===== config.mk =====
export PLATFORM = sky130hd
export DESIGN_NAME = ascon_xor_begin
export DESIGN_NICKNAME = d
export VERILOG_FILES = /design/src/rtl/ascon_pkg.sv /design/src/rtl/ascon_rate_absorb.sv /design/src/rtl/ascon_xor_begin.sv
export SDC_FILE = /design/constraint.sdc
export NUM_CORES = 1
export LEC_CHECK = 0
export BUFFER_PORTS_ARGS = -buffer_cell sky130_fd_sc_hd__buf_2
export CORE_AREA = 2 2 360 362
export CTS_BUF_LIST = sky130_fd_sc_hd__clkbuf_8
export DETAILED_ROUTE_END_ITERATION = 10
export DIE_AREA = 0 0 362 364
export SLEW_MARGIN = 20
export SYNTH_ARGS = -nofsm -noshare
export SYNTH_HDL_FRONTEND = slang
export SYNTH_SLANG_ARGS = --single-unit

===== constraint.sdc =====
create_clock -name i_clk -period 2.37 [get_ports i_clk]
set_clock_uncertainty 0.05 [all_clocks]
set_input_delay 0.474 -clock i_clk [delete_from_list [all_inputs] [get_ports i_clk]]
set_output_delay 0.474 -clock i_clk [all_outputs]
set_load 0.02 [all_outputs]

===== src/rtl/ascon_pkg.sv =====
// Shared types and helpers for the ASCON absorb/finalize front end.
package ascon_pkg;

  localparam int unsigned ROUNDS_A_DEFAULT = 12;
  localparam int unsigned ROUNDS_B_DEFAULT = 6;

  // Word 0 is the rate word; words 1 and 2 take the finalization key.
  typedef logic [4:0][63:0] t_state_array;

  typedef enum logic [2:0] {
    StIdle,
    StAbsorb,
    StOutput,
    StPermReq,
    StPermWait,
    StDone
  } t_fsm_state;

  // Mask that covers the top n bytes of a 64-bit word. If n is 8 or more, every byte is covered.
  function automatic logic [63:0] byte_mask(input logic [3:0] n);
    logic [63:0] m;
    m = '0;
    for (int i = 0; i < 8; i++) begin
      if (int'(n) > i) m[63-8*i -: 8] = 8'hFF;
    end
    return m;
  endfunction

endpackage


===== src/rtl/ascon_rate_absorb.sv =====
// Combinational rate-word absorb: builds the new state[0], the output block and the padding.
module ascon_rate_absorb
  import ascon_pkg::*;
(
  input  logic [63:0] state0,
  input  logic [63:0] data,
  input  logic [3:0]  n,
  input  logic        last,
  input  logic        decrypt,
  output logic [63:0] state0_new,
  output logic [63:0] out
);

  logic [63:0] mask;
  logic [63:0] m;
  logic [63:0] pad;

  // The pad bit sits directly below the last valid byte. Decrypt overwrites the valid bytes with the ciphertext.
  always_comb begin
    mask = byte_mask(n);
    m    = data & mask;
    pad  = last ? (64'h8000_0000_0000_0000 >> {n, 3'b000}) : '0;
    out  = (state0 ^ m) & mask;
    if (decrypt) begin
      state0_new = (m | (state0 & ~mask)) ^ pad;
    end else begin
      state0_new = state0 ^ m ^ pad;
    end
  end

endmodule


===== src/rtl/ascon_xor_begin.sv =====
// ASCON absorb/finalize front end. This block owns the 320-bit state. It absorbs rate blocks,
// returns the output blocks and requests the permutations. The optional ASCON_ZEROIZE_EN macro
// clears the state after finalization. With that macro, i_start outside IDLE aborts the session.
module ascon_xor_begin
  import ascon_pkg::*;
#(
  parameter int unsigned ROUNDS_A = ROUNDS_A_DEFAULT,
  parameter int unsigned ROUNDS_B = ROUNDS_B_DEFAULT
) (
  input  logic         i_clk,
  input  logic         i_rst_n,
  input  logic         i_start,
  input  logic         i_decrypt,
  input  logic [127:0] i_key,
  input  logic [63:0]  i_data,
  input  logic [3:0]   i_data_bytes,
  input  logic         i_data_last,
  input  logic         i_data_valid,
  output logic         o_data_ready,
  output logic [63:0]  o_out_data,
  output logic         o_out_valid,
  input  logic         i_out_ready,
  output logic         o_perm_start,
  output logic [3:0]   o_perm_rounds,
  input  t_state_array i_state,
  input  logic         i_perm_done,
  output t_state_array o_state,
  output logic         o_final_valid,
  output logic         o_err
);

  localparam logic [3:0] RoundsA = 4'(ROUNDS_A);
  localparam logic [3:0] RoundsB = 4'(ROUNDS_B);

  t_fsm_state   fsm_q;
  t_state_array state_q;
  logic         mode_q;
  logic         last_q;
  logic [63:0]  out_q;
  logic         out_valid_q;
  logic         perm_start_q;
  logic [3:0]   rounds_q;
  logic         final_q;
  logic         err_q;

  logic         bad_count;
  logic [63:0]  state0_new;
  logic [63:0]  absorb_out;

  ascon_rate_absorb u_rate_absorb (
    .state0     (state_q[0]),
    .data       (i_data),
    .n          (i_data_bytes),
    .last       (i_data_last),
    .decrypt    (mode_q),
    .state0_new (state0_new),
    .out        (absorb_out)
  );

  // A non-last block must be full. A last block must leave room for the pad bit.
  always_comb begin
    bad_count    = i_data_last ? (i_data_bytes > 4'd7) : (i_data_bytes != 4'd8);
    o_data_ready = (fsm_q == StAbsorb) && !(i_data_valid && bad_count);
  end

  // Session FSM. It owns the state register and every registered output.
  always_ff @(posedge i_clk or negedge i_rst_n) begin
    if (!i_rst_n) begin
      fsm_q        <= StIdle;
      state_q      <= '0;
      mode_q       <= 1'b0;
      last_q       <= 1'b0;
      out_q        <= '0;
      out_valid_q  <= 1'b0;
      perm_start_q <= 1'b0;
      rounds_q     <= '0;
      final_q      <= 1'b0;
      err_q        <= 1'b0;
    end else begin
      perm_start_q <= 1'b0;
      final_q      <= 1'b0;
`ifdef ASCON_ZEROIZE_EN
      if (i_start && (fsm_q != StIdle)) begin
        fsm_q       <= StIdle;
        state_q     <= '0;
        out_q       <= '0;
        out_valid_q <= 1'b0;
      end else begin
`endif
      unique case (fsm_q)
        StIdle: begin
          if (i_start) begin
            state_q <= i_state;
            mode_q  <= i_decrypt;
            err_q   <= 1'b0;
            last_q  <= 1'b0;
            fsm_q   <= StAbsorb;
          end
        end
        StAbsorb: begin
          if (i_data_valid) begin
            if (bad_count) begin
              err_q <= 1'b1;
            end else begin
              state_q[0] <= state0_new;
              if (i_data_last) begin
                state_q[1] <= state_q[1] ^ i_key[127:64];
                state_q[2] <= state_q[2] ^ i_key[63:0];
              end
              out_q  <= absorb_out;
              last_q <= i_data_last;
              if (i_data_bytes != 4'd0) begin
                out_valid_q <= 1'b1;
                fsm_q       <= StOutput;
              end else begin
                // An empty last block produces no output, so go straight to the permutation request.
                perm_start_q <= 1'b1;
                rounds_q     <= i_data_last ? RoundsA : RoundsB;
                fsm_q        <= StPermReq;
              end
            end
          end
        end
        StOutput: begin
          if (i_out_ready) begin
            out_valid_q  <= 1'b0;
            perm_start_q <= 1'b1;
            rounds_q     <= last_q ? RoundsA : RoundsB;
            fsm_q        <= StPermReq;
          end
        end
        StPermReq: begin
          fsm_q <= StPermWait;
        end
        StPermWait: begin
          if (i_perm_done) begin
            state_q <= i_state;
            if (last_q) begin
              final_q <= 1'b1;
              fsm_q   <= StDone;
            end else begin
              fsm_q <= StAbsorb;
            end
          end
        end
        StDone: begin
          fsm_q <= StIdle;
`ifdef ASCON_ZEROIZE_EN
          state_q <= '0;
          out_q   <= '0;
`endif
        end
        default: fsm_q <= StIdle;
      endcase
`ifdef ASCON_ZEROIZE_EN
      end
`endif
    end
  end

  assign o_out_data    = out_q;
  assign o_out_valid   = out_valid_q;
  assign o_perm_start  = perm_start_q;
  assign o_perm_rounds = rounds_q;
  assign o_state       = state_q;
  assign o_final_valid = final_q;
  assign o_err         = err_q;

endmodule


# Word level (Yosys, flattened, before mapping)
# Index checks and enable logic that the tools add are counted.
# totals
reg_bits	397
inputBits	524
output_inout_bits	393
elab_cells	121
# op_classes
order_cmp	9
eq_ne	14
shifts	1
mux	53
n_bitwise	11
n_reduce_logical	19
# op_table
operator	n
$mux W320	2
$pmux W192 S3	1
$mux W192	2
$xor A64 B64 Y64	5
$pmux W128 S2	1
$and A64 B64 Y64	3
$mux W128	1
$mux W64	2
$mux W8	8
$not A64 Y64	1
$or A64 B64 Y64	1
$shr A64 B7 Y64 const A	1
$mux W4	6
$gt A4 B3 Y1 const B	5
$reduce_and A5 Y1	4
$mux W1	18
$mux W3	6
$ne A2 B2 Y1 const B	8
$pmux W3 S5	1
$gt A4 B1 Y1 const B	2
$gt A4 B2 Y1 const B	2
$pmux W1 S2	4
$pmux W4 S2	1
$reduce_and A4 Y1	2
15 further kinds	20

# Logic depth before layout (Yosys ltp)
# logic_depth
word_depth	10
depth_mapped	8
ltp_nobuf	5

# Modules after synthesis
# A second synthesis with hierarchy kept.
# unflattened
cells_unflattened	2209
area_unflattened_um2	21380.5
# by_module_without_submodules
mod	n_inst	cells_each	area_each_um2	seq_area_each_um2
ascon_xor_begin	1	1809	18941.9	9909.5
ascon_rate_absorb	1	400	2438.6	0.0

# Worst setup path before layout
# No wires, ideal clock.
# synth_timing
path_kind	register to output
start	register fsm_q[0]
end	output port o_data_ready
arrival_ns	1.737
required_ns	1.846
path_slack_ns	0.109
path_stages_with_launch	7
n_path_buf	4
cell_sequence	dfrtp_1 clkbuf_1 nand3b_1 buf_2 buf_2 buf_1 a21oi_1
# synth_between
elab_chain_cells	2
# synth_lines
item	line	source
start: declaration	ascon_xor_begin.sv:35	t_fsm_state fsm_q;
start signal: assignment	ascon_xor_begin.sv:69	fsm_q <= StIdle;
start signal: assignment	ascon_xor_begin.sv:97	fsm_q <= StAbsorb;
start signal: assignment	ascon_xor_begin.sv:114	fsm_q <= StOutput;
$eq A3 B1 Y1	ascon_xor_begin.sv:63	o_data_ready = (fsm_q == StAbsorb) && !(i_data_valid && bad_count);
$logic_and A1 B1 Y1	ascon_xor_begin.sv:63	
end: declaration	ascon_xor_begin.sv:19	output logic o_data_ready,
# No other way between the ends.

# Final worst setup path
# layout_timing
start	input port i_data_bytes[1]
end	output port o_data_ready
# layout_between
elab_chain_cells	5
word_cells_on_any_way	6
classes_between	order compare: 1; eq/ne: 1; mux: 1; reduce/logical: 3
# layout_lines
item	line	source
start: declaration	ascon_xor_begin.sv:16	input logic [3:0] i_data_bytes,
$gt A4 B3 Y1 / $ne A4 B4 Y1 (equally long branches)	ascon_xor_begin.sv:62	bad_count = i_data_last ? (i_data_bytes > 4'd7) : (i_data_bytes != 4'd8);
$mux W1 *	ascon_xor_begin.sv:62	
$logic_and A1 B1 Y1 *	ascon_xor_begin.sv:63	
$logic_not A1 Y1 *	ascon_xor_begin.sv:63	
$logic_and A1 B1 Y1 *	ascon_xor_begin.sv:63	
# Mark *: on every way between the ends. The rest lies on a longest branch, timed or not.

==> impl_metrics.json <==
{
  "status": "finished clean",
  "startpoint_type": "input pin",
  "synth_edf_count": 0,
  "grt_max_degree": 58,
  "cp.required_ns": 1.85,
  "rsz0062_at_grt": "true",
  "rows": 132,
  "initial_core_util": 0.156,
  "cts_buffers": 78,
  "arrival_ns": 1.82,
  "antenna_found_initial": 37,
  "grt.overflow.total": 0,
  "fin_hold_ws_ns": 0.144,
  "hold_viol": 0,
  "cp_top_family": "simple AND/OR/NAND/NOR gates",
  "tritoncts": "done",
  "place_area_um2": 27400,
  "period_share": 0.990,
  "setup_viol": 0,
  "p_leak_nw": 15.4,
  "fin_nets": 4127,
  "max_freq_mhz": 426,
  "htree_levels": 3,
  "coreArea_um2": 128000,
  "grt_pass1_wl_um": 167000,
  "path_clk_slew_ns": 0.06,
  "clkSinkCount": 396,
  "synth_cell_type_count": 56,
  "drc": 0,
  "ys_ff_latch": 396,
  "vias_per_cell": 4.42,
  "dr.first_iter.drc_count": 1975,
  "nFillCells": 13500,
  "final_area_um2": 34400,
  "maxCapViolations": 0,
  "drive_gt1_frac": 0.359,
  "maxSlewHeadroom": 0.377,
  "grt_pass1_vias": 22800,
  "period_needed_ns": 2.35,
  "path_buf_inv": 2,
  "routedWlPerCell_um": 23.0,
  "slowest_delay_ns": 0.61,
  "async_flop_share": 1.00,
  "cpMaxStageDelayCell": "or4b_4",
  "layout_commonest_cell": "buf_2",
  "die-area_um2": 132000,
  "layout_common_cells": "buf_2 (913), dlygate4sd3_1 (526), dfrtp_1 (393), nand2_1 (262), a21oi_1 (221)",
  "wl_um": 123000,
  "peakVddDrop_uv": 596,
  "cp_cell_sequence": "buf_2 -> or4b_4 -> o21a_1 -> a21oi_4 -> buf_6",
  "clock_path_buffers": 3,
  "grt_usage": 0.177,
  "top_level_ports": 917,
  "hold_class": "in -> reg",
  "syn-cell-area_um2": 20000,
  "area_delta_synth_final_pct": 72.0,
  "tightest_slew_ns": 0.935,
  "io_buffers": 915,
  "die_w_um": 362,
  "drv_slew": 0,
  "crit_fanout": 3,
  "clk_latency_ns": 0.77,
  "power.density_nw_per_um2": 1370,
  "gp_congestion": 0.917,
  "firstDrtPassIters": 6,
  "end_kind": "output pin",
  "vias": 23700,
  "yosys_warnings": 0,
  "path_class": "in -> out",
  "mappedNetlistNets": 2638,
  "cts_root_buffer": "clkbuf_8",
  "syn_inst": 2114,
  "yosysSeqAreaShare": 0.496,
  "drtAntennaViolNets": 0,
  "die_y_um": 364,
  "postSynthAreaPerCell_um2": 9.45,
  "dp_hpwl_um": 94800,
  "synth_flop_cell": "dfrtp_1"
}
[through the flow]
stage | cells | total power, mW | setup TNS (ns) | worst slack [ns] | utilization
floorplan | 2114 | 26.9 | 0 | 0.109 | -
global placement | 4665 | 38.3 | -11.26 | -0.143 | 0.213
detailed placement | 4665 | 38.8 | -13.96 | -0.154 | 0.213
CTS | 5328 | 47.4 | -0.142 | -0.142 | 0.267
global route | 5338 | 50.0 | -0.0284 | -0.0273 | 0.268
finish | 5347 | 47.1 | 0 | 0.0230 | 0.268
[Yosys cell counts (all sizes together), types with 42 or more instances]
library cell,instances,share of area
xnor2,68,0.030
mux2,130,0.073
a31oi,47,0.015
o211ai,42,0.016
nand3,53,0.014
a21oi,225,0.057
o31ai,64,0.024
clkbuf,117,0.022
nor2,146,0.028
nand2,262,0.049
buf,50,0.017
nor3b,150,0.056
o21ai,281,0.071
dfrtp,396,0.50
[what timing repair did]
item                                   4_1_cts  5_1_grt
endpoints found under the hold margin      438        0
pin swaps                                    1        2
gates cloned                                 0        1
resized for setup                            7        6
hold buffers                               526        0
setup buffers                                6        1
setup endpoints to repair                    1       33
[cell type report]
cell class / instances / area [um^2] / share of cell area
repair buffers: 1576 / 11400 / 0.332
flip-flops and latches: 396 / 9920 / 0.289
multi-input cells: 1546 / 9340 / 0.272
well taps: 1675 / 2100 / 0.0610
clock buffers: 88 / 1210 / 0.0353
clock inverters: 43 / 338 / 0.00983
diodes: 18 / 45.0 / 0.00131
inverters: 5 / 18.8 / 0.000546
[logic make-up after synthesis]
family                    count (synthesis)  synth area share
AOI/OAI and AO/OA                       701             0.201
and+or+nand+nor                         638             0.156
DFF                                     396             0.496
buffers and inverters                   172            0.0406
muxes                                   133            0.0748
xor gates and xnor gates                 73            0.0320
other                                     1          0.000188
[path summary, 6_finish.rpt]
kind	from	to	slack [ns]	cells past startpoint
setup / recovery	i_data_bytes[1]	o_data_ready	0.02	5
hold / removal	i_data_valid	o_err	0.14	4
setup reg to reg	fsm_q[1]	o_state[182]	0.05	8
hold reg to reg	o_perm_rounds[2]	o_perm_rounds[2]	0.41	1
max in group asynchronous	i_rst_n	asynchronous set/reset pin	1.17	4
min in group asynchronous	i_rst_n	o_state[262]	0.27	2
[per-layer routing]
metal	wire length, um	global-route usage	vias to the layer above
met5	220	0	-
met4	8210	0.110	36
met3	11500	0.0611	345
met2	56200	0.281	1226
met1	47000	0.204	11500
li1	-	-	10600
[where the power goes]
part / switching, mW / internal, mW
Combinational: 17.1 / 9.73
Clock: 3.48 / 3.84
Sequential: 2.74 / 10.2
[worst reg2reg max path: cells and delay by family, from the launching register on]
family	cells	cell delay [ns]
flops	1	0.41
buf+inv	4	1.03
simple gates	2	0.52
compound gates	2	0.22
(Power assumes the default switching activity.)
